## src/rtl/scan_bist_controller.sv

```systemverilog
`timescale 1ns/1ps
// -----------------------------------------------------------------------------
// scan_bist_controller
//
// Purpose:
//   Built-in self-test sequencer for a scan-inserted sequential CUT.
//   It generates pseudo-random scan-chain and primary-input patterns from a
//   32-bit LFSR and sequences the shift and capture phases. Scan-out and
//   primary-output responses are compacted into a 32-bit MISR signature.
//
// Ports:
//   CK         in   1      clock, rising edge
//   RST        in   1      synchronous reset, active-high
//   start      in   1      begin a run; only looked at in IDLE
//   busy       out  1      run in progress (SHIFT..DONE inclusive)
//   done       out  1      one-cycle pulse while in DONE
//   scan_en    out  1      1 = CUT flops shift, 0 = functional capture
//   scan_in    out  1      serial data into the chain head
//   scan_out   in   1      serial data from the chain tail
//   pi         out  PI_W   CUT primary inputs
//   po         in   PO_W   CUT primary outputs
//   signature  out  32     current MISR contents
//   pat_cnt    out  16     patterns captured so far in the current run
// -----------------------------------------------------------------------------
module scan_bist_controller #(
  parameter int          CHAIN_LEN    = 5,
  parameter int          NUM_PATTERNS = 64,
  parameter int          PI_W         = 18,
  parameter int          PO_W         = 19,
  parameter logic [31:0] LFSR_SEED    = 32'h1
) (
  input  logic            CK,
  input  logic            RST,
  input  logic            start,
  output logic            busy,
  output logic            done,
  output logic            scan_en,
  output logic            scan_in,
  input  logic            scan_out,
  output logic [PI_W-1:0] pi,
  input  logic [PO_W-1:0] po,
  output logic [31:0]     signature,
  output logic [15:0]     pat_cnt
);

  localparam int BIT_W = (CHAIN_LEN > 1) ? $clog2(CHAIN_LEN) : 1;

  typedef enum logic [2:0] {
    ST_IDLE,
    ST_SHIFT,
    ST_CAPTURE,
    ST_UNLOAD,
    ST_DONE
  } state_t;

  // x^32 + x^22 + x^2 + x + 1, Fibonacci form shifting towards the MSB.
  function automatic logic [31:0] poly_step(input logic [31:0] r);
    return {r[30:0], r[31] ^ r[21] ^ r[1] ^ r[0]};
  endfunction

  state_t            state_q, state_d;
  logic [31:0]       lfsr_q, lfsr_d;
  logic [31:0]       misr_q, misr_d;
  logic [15:0]       pat_cnt_q, pat_cnt_d;
  logic [BIT_W-1:0]  bit_cnt_q, bit_cnt_d;
  logic [PI_W-1:0]   pi_q, pi_d;
  logic              scan_en_q, scan_en_d;
  logic              scan_in_q, scan_in_d;
  logic              busy_q, busy_d;
  logic              done_q, done_d;

  logic              bit_last;
  logic [15:0]       pat_cnt_inc;

  assign bit_last    = (bit_cnt_q == BIT_W'(CHAIN_LEN - 1));
  assign pat_cnt_inc = pat_cnt_q + 16'd1;

  always_comb begin
    state_d   = state_q;
    lfsr_d    = lfsr_q;
    misr_d    = misr_q;
    pat_cnt_d = pat_cnt_q;
    bit_cnt_d = bit_cnt_q;
    pi_d      = pi_q;

    case (state_q)
      ST_IDLE: begin
        if (start) begin
          state_d   = ST_SHIFT;
          lfsr_d    = LFSR_SEED;
          misr_d    = '0;
          pat_cnt_d = '0;
          bit_cnt_d = '0;
        end
      end

      ST_SHIFT: begin
        lfsr_d = poly_step(lfsr_q);
        misr_d = poly_step(misr_q) ^ {31'b0, scan_out};
        if (bit_last) begin
          // The pattern's PI slice is taken from the LFSR before it steps.
          pi_d      = lfsr_q[PI_W-1:0];
          bit_cnt_d = '0;
          state_d   = ST_CAPTURE;
        end else begin
          bit_cnt_d = bit_cnt_q + BIT_W'(1);
        end
      end

      ST_CAPTURE: begin
        misr_d    = poly_step(misr_q) ^ 32'(po);
        pat_cnt_d = pat_cnt_inc;
        if ({16'd0, pat_cnt_inc} < 32'(NUM_PATTERNS)) begin
          state_d = ST_SHIFT;
        end else begin
          state_d = ST_UNLOAD;
        end
      end

      ST_UNLOAD: begin
        // Flush the last response; the LFSR is left untouched.
        misr_d = poly_step(misr_q) ^ {31'b0, scan_out};
        if (bit_last) begin
          bit_cnt_d = '0;
          state_d   = ST_DONE;
        end else begin
          bit_cnt_d = bit_cnt_q + BIT_W'(1);
        end
      end

      ST_DONE: begin
        state_d = ST_IDLE;
      end

      default: begin
        state_d = ST_IDLE;
      end
    endcase

    // Outputs are registered from the next state so they line up with the
    // state they belong to, with no input-to-output combinational path.
    scan_en_d = (state_d == ST_SHIFT) || (state_d == ST_UNLOAD);
    scan_in_d = (state_d == ST_SHIFT) ? lfsr_d[31] : 1'b0;
    busy_d    = (state_d != ST_IDLE);
    done_d    = (state_d == ST_DONE);
  end

  always_ff @(posedge CK) begin
    if (RST) begin
      state_q   <= ST_IDLE;
      lfsr_q    <= LFSR_SEED;
      misr_q    <= '0;
      pat_cnt_q <= '0;
      bit_cnt_q <= '0;
      pi_q      <= '0;
      scan_en_q <= 1'b0;
      scan_in_q <= 1'b0;
      busy_q    <= 1'b0;
      done_q    <= 1'b0;
    end else begin
      state_q   <= state_d;
      lfsr_q    <= lfsr_d;
      misr_q    <= misr_d;
      pat_cnt_q <= pat_cnt_d;
      bit_cnt_q <= bit_cnt_d;
      pi_q      <= pi_d;
      scan_en_q <= scan_en_d;
      scan_in_q <= scan_in_d;
      busy_q    <= busy_d;
      done_q    <= done_d;
    end
  end

  assign busy      = busy_q;
  assign done      = done_q;
  assign scan_en   = scan_en_q;
  assign scan_in   = scan_in_q;
  assign pi        = pi_q;
  assign signature = misr_q;
  assign pat_cnt   = pat_cnt_q;

endmodule

```

## config.mk

```make
export PLATFORM = sky130hd
export DESIGN_NAME = scan_bist_controller
export DESIGN_NICKNAME = d
export VERILOG_FILES = /design/src/rtl/scan_bist_controller.sv
export SDC_FILE = /design/constraint.sdc
export NUM_CORES = 1
export LEC_CHECK = 0
export ABC_AREA = 1
export ABC_CLOCK_PERIOD_IN_PS = 1500
export BUFFER_PORTS_ARGS = -buffer_cell sky130_fd_sc_hd__buf_2
export CAP_MARGIN = 20
export CELL_PAD_IN_SITES_DETAIL_PLACEMENT = 2
export CELL_PAD_IN_SITES_GLOBAL_PLACEMENT = 2
export CORE_MARGIN = 5
export CORE_UTILIZATION = 28
export CTS_CLUSTER_DIAMETER = 50
export DETAILED_ROUTE_END_ITERATION = 12
export PLACE_DENSITY = 0.85
export RECOVER_POWER = 50
export SLEW_MARGIN = 20
export SYNTH_ARGS = -nofsm -noshare
export SYNTH_HDL_FRONTEND = slang
export SYNTH_SLANG_ARGS = --single-unit
```

## constraint.sdc

```tcl
create_clock -name CK -period 1.5 [get_ports CK]
set_input_delay 0.15 -clock CK [delete_from_list [all_inputs] [get_ports CK]]
set_output_delay 0.15 -clock CK [all_outputs]
set_load 0.005 [all_outputs]
```

==> impl_metrics.yaml <==
detailed_routing:
  wl_um: 22800
  avgViaCountPerCell: 5.16
  first_pass_iters: 4
  vias: 5193
  drcViolationCount: 0
  drtAntennaViolNets: 0
  wl_per_cell_um: 22.7
  drt_iter0_markers: 237
floorplan:
  core-area_sq_mm: 0.0166
  fp-row-count: 47
  start_util_pct: 28.5
  dieArea_sq_mm: 0.0196
  die_x_um: 140
  ios: 93
  die_h_um: 140
worst_setup_path:
  path_class: "reg2reg"
  crit_buf_inv: 0
  required_ns: 1.79
  critPathMostFrequentCell: "nand2_1"
  worstPathCellList: "nand2_1 -> nor2_1 -> nand4_1 -> nand2_1 -> nand3_1 -> nor2_1 -> nand2_1 -> nand2_2 -> nand2_2 -> nor2_2"
  cp-start-kind: "register"
  critPathArrivalTime_ns: 2.09
  end_kind: "register"
  cp_top_family: "simple AND/OR/NAND/NOR gates"
  cpPeakStageDelay_ns: 0.38
  crit_slowest_cell: "dfxtp_2"
  crit_path_max_fanout: 3
yosys:
  async_flop_share_pct: 0
  syn_nets: 660
  synth_seq_area_share_pct: 45.8
  ys_ff_latch: 108
  ys_types: 39
  synth_area_sq_mm: 0.00472
  netlist_instances: 634
  yosys_warnings: 0
  synth-edff-count: 0
  syn_area_per_cell_sq_um: 7.45
  ys.flop_type: "dfxtp_1"
cells_and_area:
  multi_input_area_sq_mm: 0.00256
  register_area_sq_mm: 0.00220
  area_growth_pct: 42.3
  final_common_cell: "nand2_1"
  drive_above_1_share_pct: 37.3
  final_area_sq_mm: 0.00672
  fill_cells: 1898
  final_cell_mix: "nand2_1 (183), dfxtp_1 (91), a21oi_1 (78)"
  nNetsFinal: 806
pwr:
  vdd_drop_max_mv: 0.567
  p_leak_nw: 2.70
  power_density_mw_per_mm2: 911
status:
  status: "finished, violations left"
  violations: "setup timing"
global_routing:
  antenna_found_initial: 1
  grt_usage_pct: 20.5
  grt_max_degree: 47
  grt_pass1_wl_um: 31900
  overflow: 0
  grt_pass1_vias: 5719
sta:
  setup-violations-final: 35
  max_slew_margin_pct: 67.4
  max_freq_ghz: 0.556
  layout_setup_ws_ns: -0.300
  finalCriticalPeriod_ns: 1.80
  hold_viol: 0
  rsz0062_at_grt: "yes"
  slew_viol_final: 0
  finalCritPeriodShare_pct: 120
  finClkSkew_ns: 0.00832
  worst_pin_slew_ns: 0.489
placed_design:
  port_buffers: 92
  globalplace.congestion: 0.882
  dpl.hpwl_um: 12900
  dp_slack_ns: -0.180
  placed_cell_area_sq_mm: 0.00576
clocking:
  h-tree-depth: 3
  root_buffer: "clkbuf_16"
  clkSinkCount: 108
  cts_buffers: 9
  cts_buffer_depth: 2
  clock_latency_ns: 0.36
  cts_tree: "done"
  clk_pin_slew_worst_paths_ns: 0.08
  holdBufCountCts: 0
flow_run:
  cap_violations: 0
hold_path:
  hold_path.class: "in2reg"
[state kept, by name, indices dropped and copies added (netlist names)]
register / flops
scan_in: 1
lfsr_q: 32
scan_en: 1
pat_cnt: 16
pi: 18
done: 1
bit_cnt_q: 3
signature: 32
busy: 1
state_q: 3
[what timing repair did]
action / CTS / global route
setup buffers: 10 / 10
endpoints found under the setup margin: 78 / 75
gates cloned: 2 / 4
gates resized for setup: 56 / 76
pin swaps: 22 / 39
[area by class of cell]
cell class | instances | share of cell area, %
Antenna cell | 1 | 0.0373
Multi-Input combinational cell | 460 | 38.1
Tap cell | 220 | 4.10
Clock inverter | 4 | 1.10
Timing Repair Buffer | 167 | 18.3
Inverter | 34 | 2.12
Sequential cell | 108 | 32.7
Clock buffer | 12 | 3.52
[kinds of logic after synthesis]
| family | after synthesis | share of synthesized area [%] |
|---|---|---|
| AO/OA/AOI/OAI | 148 | 17.7 |
| XOR/XNOR | 5 | 0.928 |
| adder cells (fa/ha/maj) | 3 | 0.795 |
| buffers and inverters | 66 | 6.25 |
| flip-flops | 108 | 45.8 |
| AND/OR/NAND/NOR | 304 | 28.5 |
[cells in the mapped netlist (6+ instances only)]
| master | n | area share (%) |
|---|---|---|
| nand2_1 | 206 | 16 |
| dfxtp_1 | 108 | 46 |
| a21oi_1 | 97 | 10 |
| nor2_1 | 30 | 2.4 |
| inv_1 | 28 | 2.2 |
| o21ai_0 | 24 | 2.5 |
| nand3_1 | 19 | 2.0 |
| clkbuf_1 | 14 | 1.1 |
| nand2_2 | 12 | 1.6 |
| or2_2 | 11 | 1.5 |
| a32oi_1 | 10 | 1.9 |
| buf_2 | 9 | 0.95 |
| a21oi_2 | 8 | 1.5 |
| nor3b_1 | 7 | 1.1 |
| nand4_1 | 6 | 0.80 |
[final timing paths]
check	start	end	slack, ns	cells past startpoint
setup reg to reg	pat_cnt[7]	scan_in	-0.30	10
setup / recovery	pat_cnt[7]	scan_in	-0.30	10
hold reg to reg	lfsr_q[19]	lfsr_q[19]	0.48	2
hold / removal	po[10]	signature[10]	0.16	4
[tightest hold or removal path, delay by kind of cell]
family          cells  cell delay [ns]
compound gates      1             0.11
buf+inv             1             0.09
simple gates        1             0.06
xor+xnor            1             0.06
[per-stage QoR]
step	util (%)	hold slack, ns	std cells	setup TNS (ns)	total power [mW]
2_1_floorplan	-	0.231	634	0	3.23
3_3_place_gp	34.7	0.448	964	-0.0837	3.39
3_5_place_dp	34.7	0.457	964	-0.922	3.43
4_1_cts	38.2	0.162	992	-0.287	6.04
5_1_grt	40.5	0.175	1006	-4.27	6.29
6_report	40.5	0.157	1006	-1.26	6.12
[power by group]
group / leakage, nW / switching (mW) / internal [mW] / total (mW)
registers: 0.881 / 0.0184 / 2.87 / 2.89
logic: 1.67 / 0.364 / 0.228 / 0.592
clock network: 0.151 / 1.16 / 1.47 / 2.63
total: 2.70 / 1.55 / 4.57 / 6.12
[per-layer routing]
layer / vias to the layer above / part of all wire (%) / track usage (%)
met5: - / 0 / 0
met4: 0 / 3.5 / 7.24
met3: 53 / 3.3 / 3.84
met2: 138 / 53 / 38.4
met1: 2622 / 40 / 23.1
li1: 2380 / - / -
No activity file was read; power rests on OpenSTA's default activity.
